$ cat src/rtl/uart_apb_sched_pkg.sv
// Shared types and constants for the two-requester APB scheduler in front of uart_top.
package uart_apb_sched_pkg;

    localparam int unsigned APB_AW          = 32;
    localparam int unsigned APB_DW          = 32;
    localparam int unsigned APB_SW          = 4;
    localparam int unsigned TIMEOUT_DEFAULT = 16;

    typedef enum logic [1:0] {
        IDLE   = 2'd0,
        SETUP  = 2'd1,
        ACCESS = 2'd2
    } state_e;

    typedef struct packed {
        logic              write;
        logic [APB_AW-1:0] addr;
        logic [APB_DW-1:0] wdata;
        logic [APB_SW-1:0] strb;
    } apb_req_t;

    // Reads never drive byte strobes onto the bus.
    function automatic apb_req_t pack_req(
        input logic              write,
        input logic [APB_AW-1:0] addr,
        input logic [APB_DW-1:0] wdata,
        input logic [APB_SW-1:0] strb
    );
        apb_req_t r;
        r.write = write;
        r.addr  = addr;
        r.wdata = wdata;
        r.strb  = write ? strb : '0;
        return r;
    endfunction

endpackage

$ cat src/rtl/uart_rr_arb2.sv
// Two-way round-robin arbiter; the last-served pointer moves only on an update strobe.
module uart_rr_arb2 (
    input  logic       clk_i,
    input  logic       rst_i,
    input  logic [1:0] valid_i,
    input  logic       en_i,
    input  logic       upd_i,
    output logic [1:0] grant_o,
    output logic       last_o
);

    logic last_q, last_d;

    always_comb begin
        grant_o = '0;
        if (en_i) begin
            case (valid_i)
                2'b01:   grant_o = 2'b01;
                2'b10:   grant_o = 2'b10;
                2'b11:   grant_o = last_q ? 2'b01 : 2'b10;
                default: grant_o = '0;
            endcase
        end
        last_d = (upd_i && (grant_o != '0)) ? grant_o[1] : last_q;
    end

    // Pointer resets to requester 1 so requester 0 wins the first tie.
    always_ff @(posedge clk_i) begin
        if (rst_i) begin
            last_q <= 1'b1;
        end else begin
            last_q <= last_d;
        end
    end

    assign last_o = last_q;

endmodule

$ cat src/rtl/uart_apb_sched.sv
// APB master serialising two requesters onto one uart_top slave, with wait-state timeout.
module uart_apb_sched
    import uart_apb_sched_pkg::*;
#(
    parameter int unsigned TIMEOUT = TIMEOUT_DEFAULT
) (
    input  logic              pclk,
    input  logic              preset,

    input  logic              r0_valid,
    output logic              r0_ready,
    input  logic              r0_write,
    input  logic [APB_AW-1:0] r0_addr,
    input  logic [APB_DW-1:0] r0_wdata,
    input  logic [APB_SW-1:0] r0_strb,
    output logic              r0_done,
    output logic [APB_DW-1:0] r0_rdata,
    output logic              r0_err,

    input  logic              r1_valid,
    output logic              r1_ready,
    input  logic              r1_write,
    input  logic [APB_AW-1:0] r1_addr,
    input  logic [APB_DW-1:0] r1_wdata,
    input  logic [APB_SW-1:0] r1_strb,
    output logic              r1_done,
    output logic [APB_DW-1:0] r1_rdata,
    output logic              r1_err,

    output logic              psel,
    output logic              penable,
    output logic              pwrite,
    output logic [APB_AW-1:0] paddr,
    output logic [APB_DW-1:0] pwdata,
    output logic [APB_SW-1:0] pstrb,
    input  logic [APB_DW-1:0] prdata,
    input  logic              pready,
    input  logic              pslverr
);

    localparam logic [7:0] WAIT_LAST = 8'(TIMEOUT - 1);

    state_e            state_q, state_d;
    apb_req_t          req_q, req_d;
    logic [7:0]        wait_q, wait_d;
    logic [1:0]        done_q, done_d;
    logic [APB_DW-1:0] rdata_q, rdata_d;
    logic              err_q, err_d;

    logic [1:0]        grant;
    logic              last_served;
    logic              arb_en;
    logic              accept;

    assign arb_en = (state_q == IDLE) && !preset;
    assign accept = |grant;

    uart_rr_arb2 u_arb (
        .clk_i   (pclk),
        .rst_i   (preset),
        .valid_i ({r1_valid, r0_valid}),
        .en_i    (arb_en),
        .upd_i   (accept),
        .grant_o (grant),
        .last_o  (last_served)
    );

    // The arbiter pointer doubles as the owner of the in-flight transfer.
    always_comb begin
        state_d = state_q;
        req_d   = req_q;
        wait_d  = wait_q;
        done_d  = '0;
        rdata_d = '0;
        err_d   = 1'b0;
        psel    = 1'b0;
        penable = 1'b0;
        case (state_q)
            IDLE: begin
                if (grant[1]) begin
                    req_d   = pack_req(r1_write, r1_addr, r1_wdata, r1_strb);
                    state_d = SETUP;
                end else if (grant[0]) begin
                    req_d   = pack_req(r0_write, r0_addr, r0_wdata, r0_strb);
                    state_d = SETUP;
                end
            end
            SETUP: begin
                psel    = 1'b1;
                wait_d  = '0;
                state_d = ACCESS;
            end
            ACCESS: begin
                psel    = 1'b1;
                penable = 1'b1;
                if (pready) begin
                    state_d             = IDLE;
                    done_d[last_served] = 1'b1;
                    rdata_d             = req_q.write ? '0 : prdata;
                    err_d               = pslverr;
                end else if (wait_q == WAIT_LAST) begin
                    state_d             = IDLE;
                    done_d[last_served] = 1'b1;
                    err_d               = 1'b1;
                end else begin
                    wait_d = wait_q + 8'd1;
                end
            end
            default: state_d = IDLE;
        endcase
    end

    always_ff @(posedge pclk) begin
        if (preset) begin
            state_q <= IDLE;
            req_q   <= '0;
            wait_q  <= '0;
            done_q  <= '0;
            rdata_q <= '0;
            err_q   <= 1'b0;
        end else begin
            state_q <= state_d;
            req_q   <= req_d;
            wait_q  <= wait_d;
            done_q  <= done_d;
            rdata_q <= rdata_d;
            err_q   <= err_d;
        end
    end

    assign r0_ready = grant[0];
    assign r1_ready = grant[1];

    assign r0_done  = done_q[0];
    assign r0_rdata = done_q[0] ? rdata_q : '0;
    assign r0_err   = done_q[0] & err_q;
    assign r1_done  = done_q[1];
    assign r1_rdata = done_q[1] ? rdata_q : '0;
    assign r1_err   = done_q[1] & err_q;

    assign pwrite = req_q.write;
    assign paddr  = req_q.addr;
    assign pwdata = req_q.wdata;
    assign pstrb  = req_q.strb;

endmodule

$ cat config.mk
export PLATFORM = sky130hd
export DESIGN_NAME = uart_apb_sched
export DESIGN_NICKNAME = d
export VERILOG_FILES = /design/src/rtl/uart_apb_sched_pkg.sv /design/src/rtl/uart_rr_arb2.sv /design/src/rtl/uart_apb_sched.sv
export SDC_FILE = /design/constraint.sdc
export NUM_CORES = 1
export LEC_CHECK = 0
export CAP_MARGIN = 20
export CORE_MARGIN = 2
export CORE_UTILIZATION = 34
export CTS_CLUSTER_SIZE = 8
export DETAILED_ROUTE_END_ITERATION = 7
export PLACE_DENSITY_LB_ADDON = 0.15
export SLEW_MARGIN = 10
export SYNTH_ARGS = -nofsm -noshare
export SYNTH_HDL_FRONTEND = slang
export SYNTH_HIERARCHICAL = 1
export SYNTH_SLANG_ARGS = --single-unit
$ cat constraint.sdc
create_clock -name pclk -period 2.2 [get_ports pclk]
set_input_delay 0.55 -clock pclk [delete_from_list [all_inputs] [get_ports pclk]]
set_output_delay 0.55 -clock pclk [all_outputs]
set_load 0.02 [all_outputs]
==> flow_summary.toml <==
[pwr]
power.leakage_nw = 3.76
cellPowerDensity_mw_per_mm2 = 934
peakVddDrop_uv = 512

[cells_and_area]
synthToLayoutAreaGrowth_pct = 81.3
fin_nets = 1046
diodes = 0
drive_gt1_share_pct = 9.58
stdcell_area_sq_mm = 0.00922
post-route-util_pct = 63.2

[synthesis]
synth_warnings = 6
ys_async_sr_fraction_pct = 0
synth_most_common_cell = "dfxtp_1"
synth_top_area_share_pct = 45.3
syn_avg_cell_area_sq_um = 9.41
synth-edff-count = 0
synth-seq-cells = 115
syn_inst = 540
yosysSeqAreaShare_pct = 45.3
ys.flop_type = "dfxtp_1"
synth_cell_types = 39
synth_nets = 721
syn-cell-area_sq_mm = 0.00508
synth_commonest_cells = "dfxtp_1, and2_1, nor2_1"
synth.area.top_cells = "dfxtp_1, mux2i_1, and2_1, a211oi_1, nor2_1"
yosysTopAreaCell = "dfxtp_1"

[clocking]
root_buffer = "clkbuf_16"
clkSinkCount = 115
cts_hold_buf = 0
cts.clk_slew.worst_paths_ns = 0.05
cts-buffers-inserted = 17
htreeDepth = 4
cts_tree = "built"
worstSkewPairLatency_ns = 0.42
post-cts-setup-buffer-count = 0
clockBufferDepth = 2

[setup_path]
cp.required_ns = 1.65
cp_slowest_stage_delay_ns = 0.31
path_cells = "inv_1, ha_2, nor2b_4, nand2_1, a21oi_4, buf_4"
critPathKind = "flop to output port"
worstSetupStartpoint = "state_q[1]"
endpoint_kind = "output port"
reg2reg_from = "state_q[1]"
start_kind = "flop"
rr_worst_depth = 12
cpMaxStageDelayCell = "dfxtp_1"
arrival_ns = 1.58
crit_fanout = 3

[placed_design]
portBuffers = 316
gp_congestion = 0.826
place_hpwl_microns = 13100
pre_cts_slack_ns = -0.324
place_area_sq_mm = 0.00863

[routing]
routed_wl_microns = 17000
vias_per_cell = 4.81
dr.first_iter.drc_count = 108
drcViolationCount = 0
ant_nets = 0
firstDrtPassIters = 4
via_count = 5102
wl_per_cell_microns = 16.0

[floorplanning]
dieArea_sq_mm = 0.0159
fp.dieH_microns = 126
coreArea_sq_mm = 0.0146
ioPinCount = 317
std_cell_rows = 44
dieWidth_microns = 126
initial_core_util_pct = 34.8

[grt]
grt_max_degree = 82
grt_overflow = 0
grtUsageTotal_pct = 20.9
grt_pass1_wl_microns = 26000
antenna_found_initial = 0
grt_pass1_vias = 5132

[timing]
whs_ns = 0.490
setup_tns_ns = 0
max_freq_mhz = 469
finalSetupViolCount = 0
clock_skew_ns = 0.00553
grt_setup_unrepaired = "yes"
slew_viol_final = 0
post-route-period-util_pct = 97.0
worst_pin_slew_ns = 0.919
worst_slack_ns = 0.0664
max_slew_margin_pct = 38.7
hold_viol = 0
post-route-min-period_ns = 2.13

[worst_hold_path]
hp-start = "paddr[12]"
hold_path.class = "flop to flop"
hold-path-cell-count = 2

[status]
status = "completed"

[job]
max_cap_violations = 0
==> report_power, final <==
group / internal (W) / switching (W) / leakage [nW]
Combinational: 0.00165 / 0.00162 / 2.54
Clock: 0.00172 / 0.000884 / 0.283
Sequential: 0.00251 / 0.000227 / 0.939
==> through the flow <==
stage,power [W],cells
after floorplan,0.00437,540
after global placement,0.00590,1029
after detailed placement,0.00596,1029
after CTS,0.00859,1060
after global routing,0.00905,1061
final,0.00860,1061
==> logic make-up after synthesis <==
group / share of synthesized area [%]
AND/OR/NAND/NOR: 21.9
flip-flops: 45.3
buffers and inverters: 4.43
adder cells (fa/ha/maj): 1.23
multiplexers: 13.0
AO/OA/AOI/OAI: 14.1
==> critical path, delay by kind of cell, from the launching register on <==
family	cells	cell delay (ns)
buffers and inverters	2	0.26
flip-flops	1	0.31
AND/OR/NAND/NOR	2	0.25
adder cells (fa/ha/maj)	1	0.19
AO/OA/AOI/OAI	1	0.17
==> per-layer routing <==
metal	up-vias	global-route usage (%)	share of wire (%)
li1	2531	-	-
met5	-	0	0
met4	0	9.18	2.6
met1	2323	21.1	38
met3	31	8.75	8.5
met2	217	37.4	51
==> cell type report <==
type,count,area (sq um)
clock buffer,27,523
clock inverter,4,45.0
fill,1224,5370
inverter,6,22.5
multi-input combinational,378,2630
sequential,115,2300
tap,184,230
timing repair buffer,347,3460
==> sequential cells by signal, summed over array words and instances, names as in the netlist <==
signal	count
u_arb/last_o	1
done_q	2
paddr	32
pwdata	32
pstrb	4
rdata_q	32
wait_q	8
err_q	1
pwrite	1
state_q	2
==> worst paths after layout <==
| kind | end | slack (ns) |
|---|---|---|
| worst min-delay path | paddr[12] | 0.49 |
| worst max-delay path | r0_ready | 0.07 |
| worst min register to register | paddr[12] | 0.49 |
| worst max register to register | pwdata[24] | 0.12 |
==> cells in the final DEF (no fill, tap or decap), types with 6 or more instances in the layout <==
cell type	count
clkdlybuf4s50_1	245
buf_4	19
dfxtp_1	115
a211oi_1	64
nand2_1	9
nor2_1	75
clkbuf_8	6
clkbuf_16	18
and2_1	99
nand3_1	8
dlygate4sd2_1	68
mux2i_1	62
inv_1	6
a21oi_1	9
==> what timing repair did <==
item                                    4_1_cts  5_1_grt
endpoints found under the setup margin       70       25
pin swaps                                     0        2
gates cloned                                  0        1
gates resized for setup                      77       18
(Power assumes the default switching activity.)
==> RTL edit 1 (config.mk and constraints unchanged) <==
The package constant `APB_DW` goes from 32 to 40.
--- a/src/rtl/uart_apb_sched_pkg.sv
+++ b/src/rtl/uart_apb_sched_pkg.sv
@@ -3,5 +3,5 @@
 
     localparam int unsigned APB_AW          = 32;
-    localparam int unsigned APB_DW          = 32;
+    localparam int unsigned APB_DW          = 40;
     localparam int unsigned APB_SW          = 4;
     localparam int unsigned TIMEOUT_DEFAULT = 16;
Ports: changed (6 resized); port bits go from 317 to 365. The function was not compared with the original's and may differ.
==> RTL edit 1 against the unedited design <==
  * Clock power rose by 8.5%
  * Synthesized area rose by 12%
  * Sequential cell count rose by 16
  * Sequential share of layout area rose by 0.50 points
  * Final area rose by 12%
  * Routed wire length rose by 11%
  * Cell count rose by 14%
  * Total power rose by 9.2%
  * Global-route usage rose by 0.15 points
  * Setup slack improved by 0.0064 ns
  * Critical endpoint is now r1_done
  * Largest cell class unchanged
==> RTL edit 1: results <==
metrics = {
    "drt": {
        "routed-wl-met2_um": 9190,
        "wl_met3_um": 1670,
        "drt-met1-wl_um": 7510,
        "vias_per_cell": 4.63,
        "drt-total-wl_um": 18900,
        "dr.first_iter.drc_count": 161,
    },
    "cells_and_area": {
        "multi_input_area_share_pct": 28.0,
        "fillers": 1443,
        "syn_to_final_growth_pct": 80.5,
        "nonClkBufAreaFrac_pct": 37.7,
        "non_clock_buffer_count": 394,
        "nNetsFinal": 1183,
        "clock_area_share_pct": 5.81,
        "drive_gt1_share_pct": 7.77,
        "inv_count": 9,
        "ff_latch_area_sq_um": 2620,
        "sh_seq_area_pct": 25.5,
        "clkbuf_count": 21,
        "multi_input_gates": 425,
    },
    "run_status": {
        "status": "completed",
    },
    "grt": {
        "track_usage_pct": 21.0,
        "grtUsageMet1_pct": 24.0,
        "grt_pass1_vias": 5397,
        "grt_pass1_wl_um": 29100,
        "grt_max_degree": 61,
        "grt_use_met2_pct": 35.2,
    },
    "cts": {
        "cts_sinks": 131,
        "cts_resized": 92,
    },
    "timing": {
        "fin_skew_ns": 0.0121,
        "worst_pin_slew_ns": 0.571,
    },
    "power": {
        "power_switching_mw": 3.04,
        "seqPwrFrac_pct": 33.0,
        "p_leak_nw": 4.23,
        "power_frac_clock_pct": 30.0,
        "ir_drop_v": 0.000591,
    },
    "synth": {
        "synth_area_leaders": "dfxtp_1 (46%), and2_1 (14%), mux2i_1 (13%), a211oi_1 (10%), nor2_1 (5.5%)",
        "syn-num-nets": 819,
        "ys_types": 38,
        "synth_compound_gate_area_share_pct": 13.6,
        "yosys-top-cells-count": "dfxtp_1 (131), and2_1 (125), nor2_1 (84)",
    },
    "worst_setup_path": {
        "path_max_fanout": 42,
        "crit_family": "buffers and inverters",
        "crit_slowest_cell": "clkdlybuf4s50_1",
        "cp_slowest_stage_delay_ns": 0.62,
    },
    "placement": {
        "hpwlAfterDp_um": 14600,
        "dpl_cell_area_sq_um": 9780,
        "place.gp.congestion": 0.772,
    },
}
-- RTL edit 1: changes by cell type in the layout (fill, tap and decap cells not counted), moves of 5 or more --
cell	change
a211oi_1	+13
a211oi_2	-5
clkdlybuf4s50_1	+31
dlygate4sd2_1	+16
nor2_1	+9
dfxtp_1	+16
and2_1	+26
mux2i_1	+10
-- RTL edit 1: final timing paths --
path,from,end,slack [ns],cells past startpoint
setup / recovery,done_q[1],r1_done,0.07,2
hold reg to reg,wait_q[1],wait_q[1],0.49,2
setup reg to reg,state_q[1],paddr[5],0.22,9
hold / removal,wait_q[1],wait_q[1],0.49,2
-- RTL edit 1: per-stage QoR --
step | hold slack [ns] | instances | TNS (ns) | setup slack (ns)
final | 0.492 | 1211 | 0 | 0.0728
after global routing | 0.520 | 1211 | 0 | 0.00194
after CTS | 0.478 | 1211 | 0 | 0.0251
after detailed placement | 0.488 | 1179 | -9.68 | -0.276
after global placement | 0.470 | 1179 | -7.71 | -0.271
after floorplan | 0.454 | 614 | 0 | 0.0166
==> RTL edit 2 (same settings) <==
Without the edit above. Re-encode `state_e` (3 states) as one-hot, 3 bits wide.
--- a/src/rtl/uart_apb_sched_pkg.sv
+++ b/src/rtl/uart_apb_sched_pkg.sv
@@ -7,8 +7,8 @@
     localparam int unsigned TIMEOUT_DEFAULT = 16;
 
-    typedef enum logic [1:0] {
-        IDLE   = 2'd0,
-        SETUP  = 2'd1,
-        ACCESS = 2'd2
+    typedef enum logic [2:0] {
+        IDLE   = 3'b001,
+        SETUP  = 3'b010,
+        ACCESS = 3'b100
     } state_e;
 
Formal check against the unedited RTL: same outputs for any inputs over 4 cycles, from zero or initial values and one cycle with preset high; so few cycles prove little.
==> RTL edit 2 against the unedited design <==
  * The run now ends with setup timing left
  * Critical path type unchanged
  * Cell count grew 2.8%
  * Hold slack better by 0.0057 ns
  * Total power down 23%
  * Core utilization shrank 0.32 points
  * Routed wire length increased by 1.3%
  * Register-to-register slack got worse by 0.09 ns
  * Final area rose by 4.1%
  * Clock skew is 0.0043 ns higher
  * Global-route usage down 0.46 points
  * Sequential cell count up 1
  * Setup slack worse by 0.077 ns
  * Synthesized area is 4.7% higher
  * Count of clock-buffer cells in the layout shrank 1
  * Sequential share of layout area is 0.75 points lower
==> RTL edit 2: results <==
metrics = {
    "worst_setup_path": {
        "cp_slowest_stage_delay_ns": 0.41,
        "reg2reg_depth": 11,
        "worstSetupEndpoint": "r1_ready",
        "cp-startpoint": "state_q[2]",
        "rrSetupSlack_ns": 0.03,
        "worstPathArrival_ns": 1.66,
        "crit_slowest_cell": "or3b_4",
        "timing.rr.end": "paddr[6]",
        "crit_family": "simple AND/OR/NAND/NOR gates",
    },
    "placement": {
        "place.gp.congestion": 0.827,
        "place_worst_setup_slack_ns": -0.262,
        "dp.cells": 1056,
        "hpwlAfterDp_um": 13400,
        "dpl_cell_area_sq_um": 8990,
    },
    "power": {
        "p_leak_nw": 3.87,
        "power_density_nw_per_um2": 692,
    },
    "timing": {
        "fin_skew_ns": 0.00985,
        "worst_pin_slew_ns": 0.720,
        "fin_tns_setup_ns": -0.0107,
        "holdWs_ns": 0.496,
        "setup_viol": 1,
        "layout_setup_ws_ns": -0.0107,
    },
    "min_path": {
        "min_from": "pwdata[7]",
        "holdPathStages": 2,
        "hold_end": "pwdata[7]",
    },
    "cts": {
        "root_buffer": "clkbuf_16",
        "cts_resized": 84,
        "postCtsSetupBuffers": 1,
    },
    "drt": {
        "vias_per_cell": 4.70,
        "dr.first_iter.drc_count": 239,
        "drt-total-wl_um": 17200,
        "num_vias": 5123,
    },
    "synth": {
        "syn-num-nets": 714,
        "synth_cells": 537,
        "muxShareOfSynthArea_pct": 12.2,
        "synth_compound_gate_area_share_pct": 18.4,
        "ys_seq_area_share_pct": 43.6,
        "yosys-top-cells-count": "dfxtp_1 (116), and2_1 (99), nor2_1 (80)",
        "synth_adder_area_share_pct": 0.235,
        "yosys_warnings": 6,
        "synth_xor_area_share_pct": 0.329,
    },
    "cells_and_area": {
        "drive_gt1_share_pct": 15.3,
        "fillers": 1286,
    },
    "grt": {
        "track_usage_pct": 20.4,
        "grt_pass1_wl_um": 26200,
        "grt_max_degree": 53,
    },
    "run_status": {
        "status": "finished with violations",
        "violations": "setup timing",
    },
}
==> RTL edit 2: cell count changes after synthesis, moves of 5 or more <==
cell,delta
a211oi_1,-50
a211oi_2,+50
buf_2,-11
buf_4,+6
nand3_1,-5
nor2_1,+5
==> RTL edit 2: cell type report <==
cell class	count	area share [%]
flip-flops and latches	116	24.2
multi-input cells	372	29.3
well taps	211	2.75
repair buffers	355	37.6
inverters	7	0.274
clock buffers	26	5.41
clock inverters	4	0.470
==> RTL edit 2: per-layer routing <==
layer / vias to the layer above / GRT usage, % / share of wire (%)
met3: 23 / 7.10 / 8.6
li1: 2531 / - / -
met1: 2358 / 21.3 / 37
met4: 0 / 7.35 / 1.8
met2: 211 / 37.7 / 52
met5: - / 0 / 0
==> RTL edit 2: power breakdown <==
| part | internal [mW] | switching [mW] |
|---|---|---|
| clock network | 1.71 | 0.884 |
| registers | 2.27 | 0.0899 |
| logic | 0.921 | 0.759 |
| total | 4.90 | 1.73 |
